--- src/rtl/cam_ctrl_pkg.sv ---
// Shared state encoding and default widths for the camera capture sequencer.
package cam_ctrl_pkg;

  typedef enum logic [1:0] {
    ST_IDLE    = 2'd0,
    ST_ARM     = 2'd1,
    ST_CAPTURE = 2'd2,
    ST_DONE    = 2'd3
  } cam_state_t;

  localparam int FPS_WIDTH_DEF  = 32;
  localparam int DROP_WIDTH_DEF = 16;

endpackage

--- src/rtl/cam_capture_sequencer_if.sv ---
// Camera-side control/status bundle between the register block, pixel pipeline and the sequencer.
interface cam_capture_sequencer_if
  import cam_ctrl_pkg::*;
#(
  parameter int FPS_WIDTH  = FPS_WIDTH_DEF,
  parameter int DROP_WIDTH = DROP_WIDTH_DEF
) ();

  logic                  trigger_capture_frame;
  logic                  continuous_capture_frame;
  logic                  dma_init_done;
  logic                  frame_start;
  logic                  frame_end;
  logic                  pixel_valid;
  logic                  capture_en;
  logic                  dma_start;
  logic                  busy;
  logic [FPS_WIDTH-1:0]  frames_captured;
  logic [FPS_WIDTH-1:0]  frames_per_second;
  logic [DROP_WIDTH-1:0] dropped_frames;

  modport master (
    output trigger_capture_frame, continuous_capture_frame, dma_init_done,
           frame_start, frame_end, pixel_valid,
    input  capture_en, dma_start, busy, frames_captured, frames_per_second, dropped_frames
  );

  modport slave (
    input  trigger_capture_frame, continuous_capture_frame, dma_init_done,
           frame_start, frame_end, pixel_valid,
    output capture_en, dma_start, busy, frames_captured, frames_per_second, dropped_frames
  );

endinterface

--- src/rtl/cam_fps_meter.sv ---
// Free-running 1 s window; latches the number of completed frames seen in each full window.
module cam_fps_meter #(
  parameter int CLK_FREQ_HZ = 100_000_000,
  parameter int FPS_WIDTH   = 32
) (
  input  logic                 clk,
  input  logic                 reset,
  input  logic                 frame_done,
  output logic [FPS_WIDTH-1:0] frames_per_second
);

  localparam int            CW   = (CLK_FREQ_HZ > 2) ? $clog2(CLK_FREQ_HZ) : 1;
  localparam logic [CW-1:0] LAST = CW'(CLK_FREQ_HZ - 1);

  logic [CW-1:0]        win_tick;
  logic [FPS_WIDTH-1:0] win_cnt;
  logic [FPS_WIDTH-1:0] win_next;

  // A frame finishing on the terminal cycle still belongs to the closing window.
  assign win_next = win_cnt + FPS_WIDTH'(frame_done);

  always_ff @(posedge clk or posedge reset) begin
    if (reset) begin
      win_tick          <= '0;
      win_cnt           <= '0;
      frames_per_second <= '0;
    end else if (win_tick == LAST) begin
      win_tick          <= '0;
      win_cnt           <= '0;
      frames_per_second <= win_next;
    end else begin
      win_tick <= win_tick + CW'(1);
      win_cnt  <= win_next;
    end
  end

endmodule

--- src/rtl/cam_capture_sequencer.sv ---
// Turns trigger/continuous capture requests into vsync-aligned capture windows and keeps
// capture/drop/fps statistics for one camera.
module cam_capture_sequencer
  import cam_ctrl_pkg::*;
#(
  parameter int CLK_FREQ_HZ = 100_000_000,
  parameter int FPS_WIDTH   = FPS_WIDTH_DEF,
  parameter int DROP_WIDTH  = DROP_WIDTH_DEF
) (
  input  logic                    clk,
  input  logic                    reset,
  cam_capture_sequencer_if.slave  bus
);

  cam_state_t            state;
  logic                  trig_d;
  logic                  trig_pending;
  logic                  dma_start_q;
  logic                  busy_q;
  logic [FPS_WIDTH-1:0]  frames_captured_q;
  logic [DROP_WIDTH-1:0] dropped_q;

  logic trig_rise;
  logic go;
  logic consume;
  logic frame_done;
  logic drop_sat;

  assign trig_rise  = bus.trigger_capture_frame & ~trig_d;
  assign go         = (trig_pending | bus.continuous_capture_frame) & bus.dma_init_done;
  assign consume    = (state == ST_ARM) & go & bus.frame_start;
  // Abort has priority over a coincident frame_end.
  assign frame_done = (state == ST_CAPTURE) & bus.dma_init_done & bus.frame_end;
  assign drop_sat   = &dropped_q;

  always_ff @(posedge clk or posedge reset) begin
    if (reset) begin
      state             <= ST_IDLE;
      trig_d            <= 1'b0;
      trig_pending      <= 1'b0;
      dma_start_q       <= 1'b0;
      busy_q            <= 1'b0;
      frames_captured_q <= '0;
      dropped_q         <= '0;
    end else begin
      trig_d      <= bus.trigger_capture_frame;
      dma_start_q <= 1'b0;
      // A rise landing on the consuming cycle queues for the following frame.
      if (consume)
        trig_pending <= trig_rise;
      else if (trig_rise)
        trig_pending <= 1'b1;

      case (state)
        ST_IDLE: begin
          if (go) begin
            state  <= ST_ARM;
            busy_q <= 1'b1;
          end
        end
        ST_ARM: begin
          if (!go) begin
            state  <= ST_IDLE;
            busy_q <= 1'b0;
          end else if (bus.frame_start) begin
            state       <= ST_CAPTURE;
            dma_start_q <= 1'b1;
          end
        end
        ST_CAPTURE: begin
          if (!bus.dma_init_done) begin
            state  <= ST_IDLE;
            busy_q <= 1'b0;
            if (!drop_sat) dropped_q <= dropped_q + DROP_WIDTH'(1);
          end else if (bus.frame_end) begin
            state             <= ST_DONE;
            frames_captured_q <= frames_captured_q + FPS_WIDTH'(1);
          end else if (bus.frame_start) begin
            dma_start_q <= 1'b1;
            if (!drop_sat) dropped_q <= dropped_q + DROP_WIDTH'(1);
          end
        end
        ST_DONE: begin
          if (go) begin
            state <= ST_ARM;
          end else begin
            state  <= ST_IDLE;
            busy_q <= 1'b0;
          end
        end
        default: begin
          state  <= ST_IDLE;
          busy_q <= 1'b0;
        end
      endcase
    end
  end

  assign bus.capture_en      = bus.pixel_valid & (state == ST_CAPTURE);
  assign bus.dma_start       = dma_start_q;
  assign bus.busy            = busy_q;
  assign bus.frames_captured = frames_captured_q;
  assign bus.dropped_frames  = dropped_q;

  cam_fps_meter #(
    .CLK_FREQ_HZ (CLK_FREQ_HZ),
    .FPS_WIDTH   (FPS_WIDTH)
  ) u_fps (
    .clk               (clk),
    .reset             (reset),
    .frame_done        (frame_done),
    .frames_per_second (bus.frames_per_second)
  );

endmodule

--- src/flat_wrapper.sv ---
// flat-port wrapper written by rule: the top's interface ports become plain ports
module cam_capture_sequencer_flat import cam_ctrl_pkg::*;
#(
  parameter int CLK_FREQ_HZ = 100_000_000,
  parameter int FPS_WIDTH   = FPS_WIDTH_DEF,
  parameter int DROP_WIDTH  = DROP_WIDTH_DEF
)
  (clk, reset, bus_trigger_capture_frame, bus_continuous_capture_frame, bus_dma_init_done, bus_frame_start, bus_frame_end, bus_pixel_valid, bus_capture_en, bus_dma_start, bus_busy, bus_frames_captured, bus_frames_per_second, bus_dropped_frames);
  cam_capture_sequencer_if #(.FPS_WIDTH(FPS_WIDTH), .DROP_WIDTH(DROP_WIDTH)) bus_i ();
  input  logic clk;
  input  logic reset;
  input wire logic [$bits(bus_i.trigger_capture_frame)-1:0] bus_trigger_capture_frame;
  input wire logic [$bits(bus_i.continuous_capture_frame)-1:0] bus_continuous_capture_frame;
  input wire logic [$bits(bus_i.dma_init_done)-1:0] bus_dma_init_done;
  input wire logic [$bits(bus_i.frame_start)-1:0] bus_frame_start;
  input wire logic [$bits(bus_i.frame_end)-1:0] bus_frame_end;
  input wire logic [$bits(bus_i.pixel_valid)-1:0] bus_pixel_valid;
  output wire logic [$bits(bus_i.capture_en)-1:0] bus_capture_en;
  output wire logic [$bits(bus_i.dma_start)-1:0] bus_dma_start;
  output wire logic [$bits(bus_i.busy)-1:0] bus_busy;
  output wire logic [$bits(bus_i.frames_captured)-1:0] bus_frames_captured;
  output wire logic [$bits(bus_i.frames_per_second)-1:0] bus_frames_per_second;
  output wire logic [$bits(bus_i.dropped_frames)-1:0] bus_dropped_frames;
  assign bus_i.trigger_capture_frame = bus_trigger_capture_frame;
  assign bus_i.continuous_capture_frame = bus_continuous_capture_frame;
  assign bus_i.dma_init_done = bus_dma_init_done;
  assign bus_i.frame_start = bus_frame_start;
  assign bus_i.frame_end = bus_frame_end;
  assign bus_i.pixel_valid = bus_pixel_valid;
  assign bus_capture_en = bus_i.capture_en;
  assign bus_dma_start = bus_i.dma_start;
  assign bus_busy = bus_i.busy;
  assign bus_frames_captured = bus_i.frames_captured;
  assign bus_frames_per_second = bus_i.frames_per_second;
  assign bus_dropped_frames = bus_i.dropped_frames;
  cam_capture_sequencer #(.CLK_FREQ_HZ(CLK_FREQ_HZ), .FPS_WIDTH(FPS_WIDTH), .DROP_WIDTH(DROP_WIDTH)) u_core (.clk(clk), .reset(reset), .bus(bus_i));
endmodule
--- config.mk ---
export PLATFORM = sky130hd
export DESIGN_NAME = cam_capture_sequencer_flat
export DESIGN_NICKNAME = d
export VERILOG_FILES = /design/src/rtl/cam_ctrl_pkg.sv /design/src/rtl/cam_capture_sequencer_if.sv /design/src/rtl/cam_fps_meter.sv /design/src/rtl/cam_capture_sequencer.sv /design/src/flat_wrapper.sv
export SDC_FILE = /design/constraint.sdc
export NUM_CORES = 1
export LEC_CHECK = 0
export ABC_AREA = 1
export ABC_CLOCK_PERIOD_IN_PS = 11000
export CORE_ASPECT_RATIO = 0.6
export CORE_MARGIN = 4
export CORE_UTILIZATION = 45
export DETAILED_ROUTE_END_ITERATION = 16
export PLACE_DENSITY = 0.64
export SLEW_MARGIN = 20
export SYNTH_ARGS = -nofsm -noshare
export SYNTH_HDL_FRONTEND = slang
export SYNTH_SLANG_ARGS = --single-unit
--- constraint.sdc ---
create_clock -name clk -period 11 [get_ports clk]
set_input_delay 2.75 -clock clk [delete_from_list [all_inputs] [get_ports clk]]
set_output_delay 2.75 -clock clk [all_outputs]
set_load 0.1 [all_outputs]
==> reports/results.tsv, run 1 <==
stage	metric	value	unit
timing	actual slew at the worst max-slew pin	1.02	ns
logic_synthesis	Synth warnings	0	
global_routing	global-route wire length before repair	31100	um
logic_synthesis	Post-Synthesis Cells	1009	
timing	max-slew violations	0	
clocking	Clock transition at path regs	0.07	ns
pwr	Power, Total	1.33	mW
clocking	clock tree buffer depth	2	
timing	min Tclk post-route	7.16	ns
floorplan	top-level I/O count	91	
critical_path	crit end category	output port	
cells_and_area	layout cell share with drive strength beyond 1	0.0545	
cells_and_area	n_diodes	0	
timing	RSZ-0062 raised after global routing	no	
critical_path	CP arrival	4.41	ns
drt	first drt pass iteration count	5	
drt	1st-iter DRT viols	461	
critical_path	crit-path max FO	1	
clocking	CTS tree	done	
clocking	cts repair resizes	0	
min_path	HP Class	reg -> reg	
logic_synthesis	Post-Syn Area	7650	um2
logic_synthesis	number of synthesized register bits	145	
floorplan	Starting Density	0.465	
clocking	CTS Buf Count	17	
clocking	Hold Buf Count CTS	0	
clocking	Post-CTS Setup Bufs	0	
global_routing	vias in the first global route	6238	
logic_synthesis	Async SR Flop Fraction	1.00	
timing	Tcrit/Tclk final	0.651	
pwr	peak supply drop	0.181	mV
timing	Hold Violations, Final	0	
critical_path	crit path launch type	input pin	
timing	max_slew headroom	0.315	
timing	Setup TNS	0	ns
clocking	htree depth	4	
logic_synthesis	post-synthesis sequential area ratio	0.475	
logic_synthesis	Synth cell types	28	
timing	Final setup violation count	0	
global_routing	initial antenna violation count	0	
pwr	LEAKAGE	4.41	nW
logic_synthesis	top_reg_cell synth	dfrtp_1	
drt	mean number of vias per cell	4.83	
placement	port buffer count	90	
logic_synthesis	Syn Nets	1027	
cells_and_area	nets	1125	
floorplan	Die Y	109	um
critical_path	Setup CP Type	in -> out	
floorplan	core area	16400	um2
clocking	clock latency on the worst-skew pair	0.42	ns
critical_path	Worst EP required	8.25	ns
cells_and_area	# fillers	1562	
drt	Vias	6508	
timing	clock skew	0.0144	ns
floorplan	die area	19200	um2
timing	Fmax	140	MHz
global_routing	gr usage total	0.201	
logic_synthesis	number of synthesized flops with an enable pin	0	
clocking	clock sink count	145	
global_routing	overflow left after global routing	0	
floorplan	num rows	36	
floorplan	die width	176	um
job	Max Cap Viol	0	
logic_synthesis	Syn Area/Cell	7.58	um2
pwr	power per cell area	142	nW/um2
clocking	root buf cell	clkbuf_16	
cells_and_area	Syn-to-layout area delta	22.2	%
drt	routed wire length	18000	um
drt	Routed Antenna Nets	0	
placement	dpl hpwl	13000	um
placement	GP Congestion	0.910	
drt	Wirelength per Cell	13.4	um
global_routing	largest net degree at the start of global routing	88	
drt	number of remaining DRC errors	0	
status	run status	finished, final reports clean	
[synthesized netlist by cell type, types with 2 or more instances]
master / count / area share
dfrtp_1: 145 / 0.47
nand2_1: 365 / 0.18
inv_2: 5 / 0.0025
buf_6: 3 / 0.0044
nor3_1: 20 / 0.013
buf_2: 9 / 0.0059
nor2_4: 6 / 0.0088
xor2_1: 35 / 0.040
a21oi_1: 18 / 0.012
nor2_1: 133 / 0.065
and2_1: 6 / 0.0049
nand3_1: 56 / 0.037
nand4_1: 19 / 0.016
o21ai_1: 9 / 0.0059
xnor2_1: 19 / 0.022
nand3b_1: 11 / 0.011
nor3b_1: 2 / 0.0020
o21ai_0: 16 / 0.010
ha_1: 10 / 0.016
nor2_2: 9 / 0.0074
nand2_2: 4 / 0.0033
inv_1: 103 / 0.051
[routing by layer]
| metal | part of all wire | vias to the layer above | global-route usage |
|---|---|---|---|
| li1 | - | 3345 | - |
| met1 | 0.54 | 3002 | 0.316 |
| met5 | 0 | - | 0 |
| met3 | 0.051 | 14 | 0.0426 |
| met4 | 0.0095 | 0 | 0.0523 |
| met2 | 0.40 | 147 | 0.278 |
[layout by cell type, fill, tap and decap left out, types with 2 or more instances in the layout]
| cell type | n |
|---|---|
| a21oi_1 | 18 |
| and2_1 | 6 |
| clkbuf_16 | 17 |
| clkdlybuf4s50_1 | 90 |
| clkinv_4 | 3 |
| clkinvlp_4 | 2 |
| dfrtp_1 | 145 |
| ha_1 | 10 |
| inv_1 | 102 |
| inv_2 | 5 |
| inv_6 | 4 |
| inv_8 | 4 |
| nand2_1 | 365 |
| nand2_2 | 4 |
| nand3_1 | 56 |
| nand3b_1 | 11 |
| nand4_1 | 19 |
| nor2_1 | 133 |
| nor2_2 | 9 |
| nor2_4 | 6 |
| nor3_1 | 20 |
| nor3b_1 | 2 |
| o21ai_0 | 16 |
| o21ai_1 | 9 |
| xnor2_1 | 19 |
| xor2_1 | 35 |
[critical path: stages]
cell and delay (ns):
clkdlybuf4s50_1 0.45, nand2_1 0.04, inv_1 0.05, clkdlybuf4s50_1 1.12
[metrics by stage]
step	hold slack [ns]	cells	setup WS (ns)	util	cell area, um2
global route	0.453	1348	3.81	0.568	9340
finish	0.420	1348	3.84	0.568	9340
global placement	0.405	1316	3.83	0.533	8770
CTS	0.421	1348	3.83	0.568	9340
floorplan	0.400	1009	4.36	-	7650
detailed placement	0.411	1316	3.83	0.533	8770
[power by group]
group | internal [mW] | leakage, nW | switching [mW] | total [mW]
clock | 0.320 | 0.279 | 0.254 | 0.575
sequential | 0.552 | 1.78 | 0.0176 | 0.570
combinational | 0.0445 | 2.35 | 0.138 | 0.182
[final cells by class]
class                           count  area, um2  area share
Sequential cell                   145       3630       0.388
Multi-Input combinational cell    744       3530       0.378
Timing Repair Buffer               91        908      0.0972
Clock buffer                       18        429      0.0459
Inverter                          108        410      0.0439
Tap cell                          228        285      0.0305
Clock inverter                     14        148      0.0158
[state kept, by name (all words and copies together), names as in the netlist]
| signal | count |
|---|---|
| u_core.bus.frames_captured | 32 |
| u_core.state | 2 |
| u_core.bus.dropped_frames | 16 |
| u_core.trig_pending | 1 |
| u_core.bus.dma_start | 1 |
| u_core.u_fps.win_cnt | 32 |
| u_core.bus.busy | 1 |
| u_core.trig_d | 1 |
| u_core.u_fps.frames_per_second | 32 |
| u_core.u_fps.win_tick | 27 |
[cell families (layout without fill, tap and decap cells)]
kind of cell / count (synthesis) / after routing / synth area share
adder cells (fa/ha/maj): 10 / 10 / 0.0164
buffers and inverters: 120 / 231 / 0.0633
AND/OR/NAND/NOR: 635 / 635 / 0.354
AO/OA/AOI/OAI: 45 / 45 / 0.0301
flip-flops: 145 / 145 / 0.475
XOR/XNOR: 54 / 54 / 0.0619
[path summary, 6_finish.rpt]
path                                     startpoint  cells after the start                              to  slack, ns
hold / removal                        u_core.trig_d                      1             u_core.trig_pending       0.42
setup / recovery                    bus_pixel_valid                      4                  bus_capture_en       3.84
setup reg to reg           u_core.u_fps.win_tick[0]                      9         u_core.u_fps.win_cnt[9]       8.11
max in group asynchronous                     reset                      3       u_core.u_fps.win_tick[17]       6.90
hold reg to reg                       u_core.trig_d                      1             u_core.trig_pending       0.42
min in group asynchronous                     reset                      2  u_core.bus.frames_captured[13]       2.85
Note: power is estimated with default switching activity, not from simulation.
==> inputs of run 2 (changes only) <==
- ABC_CLOCK_PERIOD_IN_PS: 11000 -> 7400
- clock period: 11 -> 7.4 ns (I/O delays scaled with it)
==> run 2 against run 1 <==
Net effect: final area shrank 0.13%; sequential power rose by 49%; power increased by 46%; clock skew is 0.00086 ns lower; die area unchanged; non-clock buffer count is the same; global-route usage fell by 0.60 points; first-iteration DRC count up 11%; wire length grew 0.36%; combinational power rose by 49%; largest power group is now sequential cells.
==> reports/results.tsv, run 2 (same netlist as run 1, synthesis figures left out) <==
stage	metric	value	unit
placement	port buffer count	90	
min_path	HP Class	reg -> reg	
global_routing	initial antenna violation count	0	
timing	Hold Violations, Final	0	
critical_path	crit path launch type	input pin	
global_routing	routing usage on met1	0.311	
timing	Tcrit/Tclk final	0.726	
job	Max Cap Viol	0	
floorplan	num rows	36	
clocking	clock sink count	145	
timing	RSZ-0062 raised after global routing	no	
clocking	CTS Buf Count	17	
pwr	power per cell area	208	nW/um2
drt	Wirelength per Cell	13.4	um
cells_and_area	post-layout util	0.568	
timing	min Tclk post-route	5.37	ns
floorplan	Die Y	109	um
global_routing	gr usage total	0.195	
status	run status	finished, final reports clean	
pwr	Comb pwr share	0.140	
placement	Area after DPL	8770	um2
cells_and_area	design area	9330	um2
clocking	root buf cell	clkbuf_16	
cells_and_area	n_diodes	0	
timing	Setup TNS	0	ns
pwr	clock power share	0.423	
floorplan	Starting Density	0.465	
pwr	sw frac	0.311	
clocking	htree depth	4	
critical_path	Worst EP required	5.55	ns
cells_and_area	nets	1125	
cells_and_area	most common cell after layout, fill and taps aside	nand2_1	
global_routing	met2 usage	0.270	
timing	actual slew at the worst max-slew pin	1.03	ns
timing	Final setup violation count	0	
drt	mean number of vias per cell	4.81	
drt	first drt pass iteration count	6	
floorplan	top-level I/O count	91	
global_routing	global-route wire length before repair	29900	um
clocking	clock tree buffer depth	2	
drt	routed wire length	18100	um
global_routing	overflow left after global routing	0	
critical_path	r2r setup slk	4.50	ns
pwr	Power, Total	1.94	mW
critical_path	Setup CP Type	in -> out	
pwr	internal power component	1.34	mW
critical_path	crit end category	output port	
cells_and_area	layout cell share with drive strength beyond 1	0.0554	
global_routing	vias in the first global route	5955	
clocking	Post-CTS Setup Bufs	0	
clocking	cts repair resizes	0	
timing	max-slew violations	0	
clocking	CTS tree	done	
cells_and_area	Syn-to-layout area delta	22.0	%
pwr	P_sw	602	uW
drt	number of remaining DRC errors	0	
global_routing	largest net degree at the start of global routing	113	
timing	max_slew headroom	0.313	
drt	Vias	6488	
pwr	peak supply drop	0.254	mV
critical_path	CP arrival	3.52	ns
cells_and_area	most frequent cells in the layout	nand2_1 (365), dfrtp_1 (145), nor2_1 (133)	
floorplan	core area	16400	um2
global_routing	GR peak layer	met1	
drt	Routed Antenna Nets	0	
timing	clock skew	0.0136	ns
floorplan	die width	176	um
placement	GP Congestion	0.895	
global_routing	met3 usage	0.0364	
floorplan	die area	19200	um2
critical_path	crit-path max FO	1	
cells_and_area	# fillers	1528	
pwr	LEAKAGE	4.40	nW
drt	1st-iter DRT viols	513	
clocking	Clock transition at path regs	0.07	ns
placement	dpl hpwl	13100	um
clocking	Hold Buf Count CTS	0	
pwr	register share of total power	0.437	
timing	Fmax	186	MHz
clocking	clock latency on the worst-skew pair	0.42	ns
run 2: through the flow:
stage	instances	worst slack [ns]	hold slack, ns
after floorplan	1009	1.66	0.400
after global placement	1316	2.03	0.405
after detailed placement	1316	2.03	0.411
after CTS	1348	2.03	0.420
after global routing	1348	1.99	0.452
final	1348	2.03	0.419
run 2: path summary, 6_finish.rpt:
path                                          startpoint                            end  cells after the start
worst min-delay path                       u_core.trig_d            u_core.trig_pending                      1
worst max-delay path                     bus_pixel_valid                 bus_capture_en                      4
worst max register to register  u_core.u_fps.win_tick[0]        u_core.u_fps.win_cnt[9]                      9
worst min register to register             u_core.trig_d            u_core.trig_pending                      1
max in group asynchronous                          reset   u_core.bus.dropped_frames[4]                      3
min in group asynchronous                          reset  u_core.bus.dropped_frames[14]                      2
run 2: critical path, stage by stage:
cell             delay, ns
clkdlybuf4s50_1       0.46
nand2_1               0.04
inv_1                 0.05
clkdlybuf4s50_1       1.12
run 2: power by group through the flow:
stage | Clock, mW | Combinational [mW] | Sequential, mW
floorplan | 0 | 0.0897 | 0.979
global placement | 0 | 0.273 | 0.862
detailed placement | 0 | 0.273 | 0.862
CTS | 0.833 | 0.275 | 0.848
global route | 0.866 | 0.295 | 0.853
finish | 0.819 | 0.272 | 0.847
run 2: per-layer routing:
| layer | vias to the layer above | share of wire |
|---|---|---|
| met3 | 6 | 0.047 |
| met1 | 2997 | 0.54 |
| met4 | 0 | 0.0063 |
| li1 | 3344 | - |
| met5 | - | 0 |
| met2 | 141 | 0.40 |
run 2: layout make-up:
| cell class | instances | area, um2 | area share |
|---|---|---|---|
| clock buffers | 18 | 439 | 0.0471 |
| multi-input cells | 744 | 3530 | 0.379 |
| clock inverters | 14 | 123 | 0.0131 |
| well taps | 228 | 285 | 0.0306 |
| flip-flops and latches | 145 | 3630 | 0.389 |
| repair buffers | 91 | 908 | 0.0974 |
| inverters | 108 | 413 | 0.0443 |
==> inputs of run 3 (changes only) <==
- ABC_CLOCK_PERIOD_IN_PS: 7400 -> 4500
- PLACE_DENSITY: 0.64 -> 0.66
- clock period: 7.4 -> 4.5 ns (I/O delays scaled with it)
==> run 3 against run 2 <==
Net effect: wire length up 0.46%; hold slack lost 0.0024 ns; sequential power is 64% higher; setup slack worse by 0.72 ns; first-iteration DRC count up 9.0%; final cell count increased by 0.22%; clock skew fell by 0.0013 ns.
==> reports/results.tsv, run 3 (same netlist as run 1, synthesis figures left out) <==
stage	metric	value	unit
timing	RSZ-0062 raised after global routing	no	
placement	GP Congestion	0.950	
floorplan	top-level I/O count	91	
global_routing	largest net degree at the start of global routing	54	
cells_and_area	most common cell after layout, fill and taps aside	nand2_1	
global_routing	global-route wire length before repair	30900	um
critical_path	Worst path slowest cell	clkdlybuf4s50_1	
clocking	Clock transition at path regs	0.07	ns
timing	max_slew headroom	0.313	
timing	Tcrit/Tclk final	0.708	
critical_path	crit end category	output port	
critical_path	RR Startpoint	u_core.state[0]	
timing	clock skew	0.0122	ns
clocking	CTS Buf Count	17	
timing	max-slew violations	0	
floorplan	die width	176	um
critical_path	cells along the critical path	clkdlybuf4s50_1	
floorplan	core area	16400	um2
drt	1st-iter DRT viols	559	
clocking	htree depth	4	
drt	first drt pass iteration count	5	
critical_path	Setup CP Type	reg -> out	
clocking	clock sink count	145	
floorplan	num rows	36	
timing	actual slew at the worst max-slew pin	1.03	ns
timing	Final setup violation count	0	
critical_path	slowest cell delay on critical path	1.18	ns
floorplan	Starting Density	0.465	
min_path	Min-Delay Endpoint	u_core.trig_pending	
timing	Setup TNS	0	ns
placement	Place WS	1.01	ns
critical_path	Worst EP required	3.38	ns
cells_and_area	layout cell share with drive strength beyond 1	0.0579	
pwr	LEAKAGE	4.45	nW
global_routing	overflow left after global routing	0	
cells_and_area	# fillers	1485	
clocking	clock tree buffer depth	2	
clocking	clock latency on the worst-skew pair	0.42	ns
clocking	Post-CTS Setup Bufs	0	
global_routing	initial antenna violation count	0	
global_routing	gr usage total	0.199	
critical_path	worst reg-to-reg path cell count	15	
timing	Final WS setup	1.31	ns
critical_path	R2R Path End	u_core.u_fps.frames_per_second[20]	
drt	number of remaining DRC errors	0	
cells_and_area	final std cells w/o fill	1351	
cells_and_area	Syn-to-layout area delta	23.3	%
critical_path	CP arrival	2.06	ns
critical_path	crit-path max FO	5	
global_routing	vias in the first global route	6191	
cells_and_area	n_diodes	0	
placement	port buffer count	90	
clocking	root buf cell	clkbuf_16	
job	Max Cap Viol	0	
pwr	power per cell area	354	nW/um2
clocking	CTS tree	done	
critical_path	r2r setup slk	1.97	ns
drt	Routed Antenna Nets	0	
clocking	cts repair resizes	0	
cells_and_area	most frequent cells in the layout	nand2_1 (365), dfrtp_1 (145), nor2_1 (133)	
timing	Hold Violations, Final	0	
min_path	HP Class	reg -> reg	
placement	dpl hpwl	13200	um
drt	routed wire length	18200	um
critical_path	crit path launch type	flip-flop	
clocking	Hold Buf Count CTS	0	
drt	mean number of vias per cell	4.85	
cells_and_area	nets	1128	
critical_path	crit-path leading delay family	buffers and inverters	
floorplan	die area	19200	um2
status	run status	finished, final reports clean	
min_path	worst min-delay path startpoint	u_core.trig_d	
drt	Wirelength per Cell	13.4	um
drt	Vias	6549	
min_path	Hold Path Stages	1	
timing	Fmax	314	MHz
placement	dpl cells	1319	
floorplan	Die Y	109	um
pwr	peak supply drop	0.549	mV
timing	min Tclk post-route	3.19	ns
critical_path	Worst Path Buf+Inv	1	
==> run 3: cell types whose count changed in the layout (fill, tap and decap cells not counted) <==
cell             change
clkinv_4             -2
inv_6                -1
clkdlybuf4s50_1      -1
clkbuf_1             +1
bufinv_16            +3
clkinvlp_4           +1
buf_12               +2
buf_4                +2
inv_8                -2
==> run 3: through the flow <==
step / area (um2) / hold slack (ns) / utilization / power (mW)
finish: 9430 / 0.416 / 0.573 / 3.33
global route: 9430 / 0.469 / 0.573 / 3.47
CTS: 9430 / 0.422 / 0.573 / 3.37
detailed placement: 8810 / 0.412 / 0.536 / 1.87
global placement: 8810 / 0.409 / 0.536 / 1.87
floorplan: 7650 / 0.400 / - / 1.76
==> run 3: routing by layer <==
metal	up-vias	wire length [um]	global-route usage
met1	3014	9520	0.307
met3	18	1060	0.0437
li1	3342	-	-
met4	0	171	0.0445
met5	-	0	0
met2	175	7410	0.286
==> run 3: cell type report <==
class | instances | area (um2) | area share
Multi-Input combinational cell | 744 | 3530 | 0.375
Clock buffer | 19 | 443 | 0.0470
Sequential cell | 145 | 3630 | 0.385
Tap cell | 228 | 285 | 0.0303
Timing Repair Buffer | 94 | 953 | 0.101
Inverter | 108 | 409 | 0.0434
Clock inverter | 13 | 175 | 0.0186
==> run 3: worst max path at each step <==
stage,startpoint,to,slack [ns],depth (start not counted)
global route,bus_dma_init_done,u_core.u_fps.frames_per_second[24],1.19,14
detailed placement,bus_dma_init_done,u_core.u_fps.frames_per_second[20],1.01,14
finish,u_core.bus.dropped_frames[6],bus_dropped_frames[6],1.31,1
global placement,bus_dma_init_done,u_core.u_fps.frames_per_second[20],1.10,14
floorplan,reset,u_core.bus.busy,1.56,1
CTS,u_core.bus.dropped_frames[6],bus_dropped_frames[6],1.30,1
==> run 3: power breakdown <==
| part | switching [mW] | total, mW | internal, mW |
|---|---|---|---|
| clock | 0.588 | 1.49 | 0.898 |
| sequential | 0.0426 | 1.39 | 1.35 |
| combinational | 0.341 | 0.453 | 0.112 |
